**src/rtl/cpu_pkg.sv**
```systemverilog
// ============================================================================
// Module      : cpu_pkg
// Description : Shared encodings for the multi-cycle CPU control path.
// Revision    : 1.0  initial release
// ============================================================================
`default_nettype none

package cpu_pkg;

    typedef enum logic [2:0] {
        FETCH  = 3'd0,
        DECODE = 3'd1,
        EXEC   = 3'd2,
        MEM    = 3'd3,
        WBK    = 3'd4
    } state_t;

    // Execution-path classes; every ALU-style instruction shares F-D-E-W.
    typedef enum logic [2:0] {
        CL_ALU = 3'd0,
        CL_LW  = 3'd1,
        CL_SW  = 3'd2,
        CL_BEQ = 3'd3,
        CL_J   = 3'd4,
        CL_JAL = 3'd5,
        CL_ILL = 3'd6
    } inst_class_t;

    localparam logic [1:0] c_type_r = 2'b00;
    localparam logic [1:0] c_type_j = 2'b01;
    localparam logic [1:0] c_type_i = 2'b10;
    localparam logic [1:0] c_type_s = 2'b11;

    localparam logic [4:0] c_fn_and  = 5'd0;
    localparam logic [4:0] c_fn_add  = 5'd1;
    localparam logic [4:0] c_fn_sub  = 5'd2;
    localparam logic [4:0] c_fn_cmp  = 5'd3;

    localparam logic [4:0] c_fn_andi = 5'd0;
    localparam logic [4:0] c_fn_addi = 5'd1;
    localparam logic [4:0] c_fn_lw   = 5'd2;
    localparam logic [4:0] c_fn_sw   = 5'd3;
    localparam logic [4:0] c_fn_beq  = 5'd4;

    localparam logic [4:0] c_fn_j    = 5'd0;
    localparam logic [4:0] c_fn_jal  = 5'd1;

    localparam logic [4:0] c_fn_sll  = 5'd0;
    localparam logic [4:0] c_fn_srl  = 5'd1;
    localparam logic [4:0] c_fn_sllv = 5'd2;
    localparam logic [4:0] c_fn_srlv = 5'd3;

    localparam logic [3:0] c_alu_and = 4'd0;
    localparam logic [3:0] c_alu_add = 4'd1;
    localparam logic [3:0] c_alu_sub = 4'd2;
    localparam logic [3:0] c_alu_sll = 4'd3;
    localparam logic [3:0] c_alu_srl = 4'd4;

    localparam logic [1:0] c_pc_inc    = 2'd0;
    localparam logic [1:0] c_pc_target = 2'd1;
    localparam logic [1:0] c_pc_stack  = 2'd2;

endpackage

`default_nettype wire

```
**src/rtl/cu_decode.sv**
```systemverilog
// ============================================================================
// Module      : cu_decode
// Description : Maps IR type/function to instruction class and static selects.
// Revision    : 1.0  initial release
// ============================================================================
`default_nettype none

module cu_decode
    import cpu_pkg::*;
(
    input  logic [1:0]  i_inst_type,
    input  logic [4:0]  i_inst_function,
    output inst_class_t o_inst_class,
    output logic        o_illegal,
    output logic [3:0]  o_alu_op,
    output logic        o_alu_src,
    output logic        o_ex_src,
    output logic        o_ex_s,
    output logic        o_rs2_src
);

    always_comb begin
        o_inst_class = CL_ILL;
        o_alu_op     = c_alu_and;
        o_alu_src    = 1'b0;
        o_ex_src     = 1'b0;
        o_ex_s       = 1'b0;
        o_rs2_src    = 1'b0;
        case (i_inst_type)
            c_type_r: begin
                case (i_inst_function)
                    c_fn_and: begin o_inst_class = CL_ALU; o_alu_op = c_alu_and; end
                    c_fn_add: begin o_inst_class = CL_ALU; o_alu_op = c_alu_add; end
                    c_fn_sub: begin o_inst_class = CL_ALU; o_alu_op = c_alu_sub; end
                    c_fn_cmp: begin o_inst_class = CL_ALU; o_alu_op = c_alu_sub; end
                    default:  o_inst_class = CL_ILL;
                endcase
            end
            c_type_i: begin
                case (i_inst_function)
                    c_fn_andi: begin
                        o_inst_class = CL_ALU;
                        o_alu_src    = 1'b1;
                    end
                    c_fn_addi: begin
                        o_inst_class = CL_ALU;
                        o_alu_op     = c_alu_add;
                        o_alu_src    = 1'b1;
                        o_ex_s       = 1'b1;
                    end
                    c_fn_lw: begin
                        o_inst_class = CL_LW;
                        o_alu_op     = c_alu_add;
                        o_alu_src    = 1'b1;
                        o_ex_s       = 1'b1;
                    end
                    c_fn_sw: begin
                        o_inst_class = CL_SW;
                        o_alu_op     = c_alu_add;
                        o_alu_src    = 1'b1;
                        o_ex_s       = 1'b1;
                        o_rs2_src    = 1'b1;
                    end
                    c_fn_beq: begin
                        o_inst_class = CL_BEQ;
                        o_alu_op     = c_alu_sub;
                        o_rs2_src    = 1'b1;
                    end
                    default: o_inst_class = CL_ILL;
                endcase
            end
            c_type_j: begin
                case (i_inst_function)
                    c_fn_j:   o_inst_class = CL_J;
                    c_fn_jal: o_inst_class = CL_JAL;
                    default:  o_inst_class = CL_ILL;
                endcase
            end
            default: begin
                // Immediate shifts take the amount from the 5-bit field via the extender.
                case (i_inst_function)
                    c_fn_sll: begin
                        o_inst_class = CL_ALU;
                        o_alu_op     = c_alu_sll;
                        o_alu_src    = 1'b1;
                        o_ex_src     = 1'b1;
                    end
                    c_fn_srl: begin
                        o_inst_class = CL_ALU;
                        o_alu_op     = c_alu_srl;
                        o_alu_src    = 1'b1;
                        o_ex_src     = 1'b1;
                    end
                    c_fn_sllv: begin o_inst_class = CL_ALU; o_alu_op = c_alu_sll; end
                    c_fn_srlv: begin o_inst_class = CL_ALU; o_alu_op = c_alu_srl; end
                    default:   o_inst_class = CL_ILL;
                endcase
            end
        endcase
    end

    assign o_illegal = (o_inst_class == CL_ILL);

endmodule

`default_nettype wire

```
**src/rtl/control_unit.sv**
```systemverilog
// ============================================================================
// Module      : control_unit
// Description : Multi-cycle control FSM sequencing the 32-bit CPU datapath.
// Revision    : 1.0  initial release
// ============================================================================
`default_nettype none

module control_unit
    import cpu_pkg::*;
(
    input  logic       clk,
    input  logic       rst_n,
    input  logic [1:0] inst_type,
    input  logic [4:0] inst_function,
    input  logic       stop_bit,
    input  logic       zero_flag,
    output logic       ir_write,
    output logic       pc_write,
    output logic [1:0] PCsrc,
    output logic [3:0] ALUop,
    output logic       ALUsrc,
    output logic       ExSrc,
    output logic       ExS,
    output logic       RS2src,
    output logic       WB,
    output logic       WBdata,
    output logic       MemR,
    output logic       MemW,
    output logic       StR,
    output logic       StW,
    output logic [2:0] state,
    output logic       illegal
);

    state_t      r_state;
    inst_class_t w_class;
    logic        w_dec_illegal;
    logic [3:0]  w_dec_alu_op;
    logic        w_dec_alu_src;
    logic        w_dec_ex_src;
    logic        w_dec_ex_s;
    logic        w_dec_rs2_src;

    logic        w_datapath;
    logic        w_last;
    logic        w_ir_write;
    logic        w_pc_write;
    logic [1:0]  w_pc_src;
    logic        w_wb;
    logic        w_wb_data;
    logic        w_mem_r;
    logic        w_mem_w;
    logic        w_st_r;
    logic        w_st_w;
    logic        w_illegal;

    cu_decode u_decode (
        .i_inst_type     (inst_type),
        .i_inst_function (inst_function),
        .o_inst_class    (w_class),
        .o_illegal       (w_dec_illegal),
        .o_alu_op        (w_dec_alu_op),
        .o_alu_src       (w_dec_alu_src),
        .o_ex_src        (w_dec_ex_src),
        .o_ex_s          (w_dec_ex_s),
        .o_rs2_src       (w_dec_rs2_src)
    );

    always_ff @(posedge clk or negedge rst_n) begin
        if (!rst_n) begin
            r_state <= FETCH;
        end else begin
            case (r_state)
                FETCH:  r_state <= DECODE;
                DECODE: begin
                    if (w_class == CL_J || w_class == CL_JAL || w_dec_illegal)
                        r_state <= FETCH;
                    else
                        r_state <= EXEC;
                end
                EXEC: begin
                    if (w_class == CL_BEQ)
                        r_state <= FETCH;
                    else if (w_class == CL_LW || w_class == CL_SW)
                        r_state <= MEM;
                    else
                        r_state <= WBK;
                end
                MEM:     r_state <= (w_class == CL_LW) ? WBK : FETCH;
                default: r_state <= FETCH;
            endcase
        end
    end

    always_comb begin
        w_datapath = 1'b0;
        w_last     = 1'b0;
        w_ir_write = 1'b0;
        w_pc_write = 1'b0;
        w_pc_src   = c_pc_inc;
        w_wb       = 1'b0;
        w_wb_data  = 1'b0;
        w_mem_r    = 1'b0;
        w_mem_w    = 1'b0;
        w_st_r     = 1'b0;
        w_st_w     = 1'b0;
        w_illegal  = 1'b0;
        case (r_state)
            FETCH: w_ir_write = 1'b1;
            DECODE: begin
                if (w_class == CL_J || w_class == CL_JAL) begin
                    w_pc_write = 1'b1;
                    w_pc_src   = c_pc_target;
                    w_st_w     = (w_class == CL_JAL);
                end else if (w_dec_illegal) begin
                    w_illegal  = 1'b1;
                    w_pc_write = 1'b1;
                end
            end
            EXEC: begin
                w_datapath = 1'b1;
                w_last     = (w_class == CL_BEQ);
            end
            MEM: begin
                w_datapath = 1'b1;
                w_mem_r    = (w_class == CL_LW);
                w_mem_w    = (w_class == CL_SW);
                w_last     = (w_class == CL_SW);
            end
            WBK: begin
                w_datapath = 1'b1;
                w_wb       = 1'b1;
                w_wb_data  = (w_class == CL_LW);
                w_last     = 1'b1;
            end
            default: ;
        endcase
        // A taken branch wins over the stop bit, so it never pops the stack.
        if (w_last) begin
            w_pc_write = 1'b1;
            if (w_class == CL_BEQ && zero_flag) begin
                w_pc_src = c_pc_target;
            end else if (stop_bit) begin
                w_pc_src = c_pc_stack;
                w_st_r   = 1'b1;
            end
        end
    end

    assign ALUop  = w_datapath ? w_dec_alu_op  : c_alu_and;
    assign ALUsrc = w_datapath & w_dec_alu_src;
    assign ExSrc  = w_datapath & w_dec_ex_src;
    assign ExS    = w_datapath & w_dec_ex_s;
    assign RS2src = w_datapath & w_dec_rs2_src;
    assign PCsrc  = w_pc_src;
    assign WBdata = w_wb_data;
    assign state  = r_state;

    // Strobes are gated by rst_n so nothing fires while reset is held.
    assign ir_write = w_ir_write & rst_n;
    assign pc_write = w_pc_write & rst_n;
    assign WB       = w_wb       & rst_n;
    assign MemR     = w_mem_r    & rst_n;
    assign MemW     = w_mem_w    & rst_n;
    assign StR      = w_st_r     & rst_n;
    assign StW      = w_st_w     & rst_n;
    assign illegal  = w_illegal  & rst_n;

endmodule

`default_nettype wire

```
**config.mk**
```make
export PLATFORM = sky130hd
export DESIGN_NAME = control_unit
export DESIGN_NICKNAME = d
export VERILOG_FILES = /design/src/rtl/cpu_pkg.sv /design/src/rtl/cu_decode.sv /design/src/rtl/control_unit.sv
export SDC_FILE = /design/constraint.sdc
export NUM_CORES = 1
export LEC_CHECK = 0
export BUFFER_PORTS_ARGS = -buffer_cell sky130_fd_sc_hd__buf_2
export CORE_MARGIN = 2
export CORE_UTILIZATION = 49
export CTS_CLUSTER_DIAMETER = 120
export DETAILED_ROUTE_END_ITERATION = 10
export GPL_TIMING_DRIVEN = 0
export MAX_ROUTING_LAYER = met4
export PLACE_DENSITY = 0.86
export SYNTH_ARGS = -nofsm -noshare
export SYNTH_HDL_FRONTEND = slang
export SYNTH_HIERARCHICAL = 1
export SYNTH_SLANG_ARGS = --single-unit
```
**constraint.sdc**
```tcl
create_clock -name clk -period 4.79 [get_ports clk]
set_input_delay 0.7185 -clock clk [delete_from_list [all_inputs] [get_ports clk]]
set_output_delay 0.7185 -clock clk [all_outputs]
set_load 0.01 [all_outputs]
```
* Yosys cells after proc, flatten, opt, wreduce, memory -nomap -nowiden
Index checks and enable logic that the tools add are counted.
** Storage, ports and cells
- Bits in registers :: 3
- Input port bits :: 11
- Output and inout bits :: 22
- Logic and storage cells :: 91
** Cells by class
- Eq/ne operators :: 16
- Mux-type cells :: 45
- Bitwise logic cells :: 12
- Reduce and logical (&&, ||, !) cells :: 17
** Operators by type and width (number)
- $mux 1 :: 26
- $pmux 3 s4 :: 2
- $and 1x1->1 :: 12
- $eq 3x2->1 const B :: 4
- $eq 3x3->1 const B :: 4
- $mux 3 :: 4
- $pmux 2 s2 :: 3
- $pmux 3 s2 :: 2
- $pmux 4 s3 :: 1
- $reduce_or 2->1 :: 6
- $eq 5x2->1 const B :: 2
- $reduce_or 3->1 :: 3
- $mux 2 :: 4
- $eq 3x1->1 const B :: 2
- $eq 5x1->1 const B :: 1
- $eq 5x3->1 const B :: 1
- $logic_not 5->1 :: 1
- $mux 4 :: 1
- $reduce_or 4->1 :: 1
- $logic_not 3->1 :: 1
- $logic_or 1x1->1 :: 3
- $pmux 1 s3 :: 1
- $eq 2x1->1 const B :: 1
- $eq 2x2->1 const B :: 1
- other kinds (3) :: 3

* Logic depth before layout (Yosys ltp)
- Word-level depth :: 11
- Mapped depth :: 9
- Depth with buffers taken out :: 8

* Cells and area by module
The synthesis kept the hierarchy.
** By module, submodules not included
- control_unit :: instances 1, cells an instance 56, area an instance 435.4 um^2, seq. area each 75.1 um^2
- cu_decode :: instances 1, cells an instance 45, area an instance 287.8 um^2, seq. area each 0.0 um^2

* Worst setup path after synthesis
No wires, ideal clock.
- Kind :: input-to-output
- Start point :: input port inst_type[0]
- End point :: output port StR
- Arrival :: 2.631 ns
- Required time :: 4.072 ns
- Path slack :: 1.441 ns
- Stages on the path :: 9
- Path buffers :: 1
- Cell sequence :: inv_1 ha_1 or3b_1 or3_1 a21oi_2 buf_6 xor2_1 a32oi_1 nor3b_1
** On the way
- Longest elaborated chain between the ends :: 7
- Elaborated cells between the ends (all ways) :: 10
- Those cells by class :: eq/ne: 4; mux: 4; bitwise: 1; reduce/logical: 1
** RTL lines
- start, declared :: RTL line control_unit.sv:13 : input logic [1:0] inst_type,
- $eq 2x1->1 or $eq 2x2->1 (tied branches) :: RTL line cu_decode.sv:29 : case (i_inst_type)
- $pmux 3 s2 (*) :: RTL line cu_decode.sv:29
- named net w_class[0] :: RTL line control_unit.sv:36 : inst_class_t w_class;
- $eq 3x2->1 :: RTL line control_unit.sv:122, control_unit.sv:141
- $logic_and 1x1->1 :: RTL line control_unit.sv:141 : if (w_class == CL_BEQ && zero_flag) begin
- $mux 1 :: RTL line control_unit.sv:141
- $mux 1 (*) :: RTL line control_unit.sv:139 : if (w_last) begin
- $and 1x1->1 (*) :: RTL line control_unit.sv:165 : assign StR = w_st_r & rst_n;
- end, declared :: RTL line control_unit.sv:29 : output logic StR,
The timed path passes the listed nets; every way through them passes the cells marked *.

* Worst setup path in the final report
- Start point :: input port inst_type[0]
- End point :: output port PCsrc[0]
** On the way
- Longest elaborated chain between the ends :: 9
- Elaborated cells between the ends (all ways) :: 15
- Those cells by class :: eq/ne: 6; mux: 7; reduce/logical: 2
** RTL lines
- $eq 2x1->1 or $eq 2x2->1 (tied branches) :: RTL line cu_decode.sv:29
- $pmux 3 s2 (*) :: RTL line cu_decode.sv:29
- named net w_class[0] :: RTL line control_unit.sv:36
- $eq 3x3->1 :: RTL line control_unit.sv:111 : if (w_class == CL_J || w_class == CL_JAL) begin
- $logic_or 1x1->1 :: RTL line control_unit.sv:111
- $mux 1 :: RTL line control_unit.sv:111
- $mux 1 :: RTL line control_unit.sv:108 : case (r_state)
- $mux 2 :: RTL line control_unit.sv:143 : end else if (stop_bit) begin
- $mux 2 :: RTL line control_unit.sv:141
- $mux 2 (*) :: RTL line control_unit.sv:139
- end, declared :: RTL line control_unit.sv:19 : output logic [1:0] PCsrc,
Marks and branches as above.

==> flow_summary.json <==
{
  "fmax_ghz": 0.273,
  "ir_worst_vdd_uv": 150,
  "use_met2_pct": 38.2,
  "drt_iter0_markers": 10,
  "initial_core_util_pct": 54.2,
  "rows": 13,
  "cp-start-kind": "input pin",
  "drive_above_1_share_pct": 32.1,
  "syn_nets": 116,
  "grt_pass1_wl_um": 2860,
  "status": "finished, final reports clean",
  "drc": 0,
  "cp_max_fo": 10,
  "tightest_slew_ns": 0.649,
  "vias": 814,
  "clk_latency_ns": 0.23,
  "htree_levels": 1,
  "netlist_area_um2": 723,
  "top_usage_layer": "met2",
  "port_buffers": 29,
  "synthToLayoutAreaGrowth_pct": 26.3,
  "clockRootBuffer": "clkbuf_4",
  "place_congestion": 0.786,
  "synth_edf_count": 0,
  "ant_nets": 0,
  "core_area_mm2": 0.00133,
  "rsz0062_at_grt": "no",
  "cts_buffers": 3,
  "cts.clk_slew.worst_paths_ns": 0.04,
  "synth.top_cell.area_share_pct": 10.4,
  "r2r_start": "state[2]",
  "fin_hold_ws_ns": 0.314,
  "clockBufferDepth": 2,
  "powerDensity_mw_per_mm2": 307,
  "synth_ff_type": "dfrtp_1",
  "skew_ns": 0.00152,
  "die_width_um": 42.4,
  "synth_top_area_cell": "dfrtp_1",
  "gr-total-overflow": 0,
  "route.final.wire_length_um": 1720,
  "cp.arrival_ns": 2.94,
  "fin_crit_ns": 3.66,
  "hold_buffers": 0,
  "synth.yosys.warnings": 6,
  "hp-class": "input pin to async pin",
  "ys_ff_latch": 3,
  "vias_per_cell": 5.46,
  "slew_viol_final": 0,
  "synth_area_leaders": "dfrtp_1 (10%), nor2b_1 (8.7%), ha_1 (6.9%)",
  "grt.total_usage_pct": 20.5,
  "die_h_um": 42.4,
  "crit_start": "inst_type[0]",
  "setup-tns-final_ns": 0,
  "cp-end-kind": "primary output",
  "relSlewSlack_pct": 56.8,
  "netlist_instances": 101,
  "worstSetupPathType": "input pin to primary output",
  "clock_sinks": 3,
  "fp.dieArea_mm2": 0.00180,
  "routedWlPerCell_um": 11.6,
  "place_hpwl_um": 1300,
  "leakagePower_nw": 0.450,
  "setup_viol": 0,
  "drv_cap": 0,
  "io_pins": 33,
  "antenna_found_initial": 0,
  "ys_types": 41,
  "cts_setup_buffers": 0,
  "globalRouteMet3Util_pct": 1.29,
  "fin_nets": 150,
  "groute.layer.met1.usage_pct": 21.9,
  "fin_crit_sh_pct": 76.4,
  "diodes": 0,
  "async_reset_ff_share_pct": 100,
  "drtPass1Iterations": 4,
  "grt_start_max_net_pins": 11,
  "cp_data_required_time_ns": 4.07,
  "largest_register_ffs": 3,
  "syn_area_per_cell_um2": 7.16,
  "fill_cells": 118,
  "hold_viol_final": 0,
  "grt_pass1_vias": 708,
  "yosysSeqAreaShare_pct": 10.4,
  "cts_tree": "done",
  "post_cts_resized": 0
}
==> cell type report <==
cell class / instances / area (um2) / area share [%]
Sequential cell: 3 / 75.1 / 8.22
Timing Repair Buffer: 29 / 145 / 15.9
Multi-Input combinational cell: 87 / 576 / 63.0
Buffer: 7 / 57.6 / 6.30
Inverter: 4 / 15.0 / 1.64
Tap cell: 15 / 18.8 / 2.05
Clock buffer: 4 / 26.3 / 2.88
==> worst paths after layout <==
check / endpoint / slack [ns] / depth (start not counted)
min in group clk: state[0] / 0.57 / 2
min reg2reg: state[0] / 0.57 / 2
max in group asynchronous: state[2] / 4.32 / 1
max: PCsrc[0] / 1.13 / 11
max reg2reg: state[1] / 3.37 / 4
min: state[1] / 0.31 / 1
==> critical path, cell delays in order <==
cell,delay (ns)
buf_2,0.11
inv_1,0.07
ha_1,0.25
or3b_1,0.40
or3_1,0.34
a21oi_2,0.18
buf_6,0.15
xor2_1,0.07
a32oi_1,0.33
o22ai_1,0.15
buf_2,0.15
==> through the flow <==
stage	setup WS, ns	total power [mW]	util, %	cell area [um2]	cells
floorplan	1.44	0.181	-	723	101
global placement	1.19	0.227	66.5	887	145
global route	0.896	0.304	68.5	913	149
detailed placement	1.10	0.233	66.5	887	145
CTS	1.10	0.279	68.5	913	149
finish	1.13	0.280	68.5	913	149
==> power breakdown <==
part / leakage (nW) / switching (mW) / internal (mW)
Combinational: 0.397 / 0.110 / 0.0795
Clock: 0.0150 / 0.0131 / 0.0312
Sequential: 0.0387 / 0.0105 / 0.0361
==> synth_stat cells (2+ instances only) <==
cell type  count
o21ai_0        2
nor3_1         6
or3_1          2
a21oi_2        2
inv_1          4
or3b_1         2
and3_1         2
o21bai_1       2
a21boi_0       2
nand3_1        3
dfrtp_1        3
a211oi_1       2
buf_4          2
o22ai_1        3
buf_6          3
xnor2_1        2
nor2_1        10
nand2_1        6
and4_1         2
nor2b_1       10
nor3b_1        3
ha_1           4
o21a_1         2
nand2b_1       2
a21oi_1        4
==> layer usage <==
metal	wire length, um	share of wire (%)
met5	0	0
met4	27	1.6
met3	126	7.3
met2	867	50
met1	702	41
==> cell families (layout without fill, tap and decap cells) <==
logic type,after synthesis,in the layout,share of synthesized area [%]
mux,1,1,1.38
buf+inv,11,44,10.0
fa+ha+maj,4,4,6.92
other cells,1,1,0.519
compound gates,21,21,19.9
simple gates,57,57,47.2
xor+xnor,3,3,3.63
flops,3,3,10.4
==> cells in the final DEF, fill, tap and decap left out, types with 2 or more instances in the layout <==
master / netlist / layout
buf_2: 1 / 30
ha_1: 4 / 4
buf_6: 3 / 3
dfrtp_1: 3 / 3
clkbuf_1: 1 / 2
and3_1: 2 / 2
xnor2_1: 2 / 2
o21bai_1: 2 / 2
inv_1: 4 / 4
a21boi_0: 2 / 2
a21oi_1: 4 / 4
nor3b_1: 3 / 3
o21a_1: 2 / 2
nor3_1: 6 / 6
nand2b_1: 2 / 2
a21oi_2: 2 / 2
nand3_1: 3 / 3
o21ai_0: 2 / 2
nand2_1: 6 / 6
and4_1: 2 / 2
clkbuf_4: 0 / 3
or3_1: 2 / 2
buf_4: 2 / 2
nor2b_1: 10 / 10
a211oi_1: 2 / 2
o22ai_1: 3 / 3
or3b_1: 2 / 2
nor2_1: 10 / 10
Power figures use the tool's default switching activity.
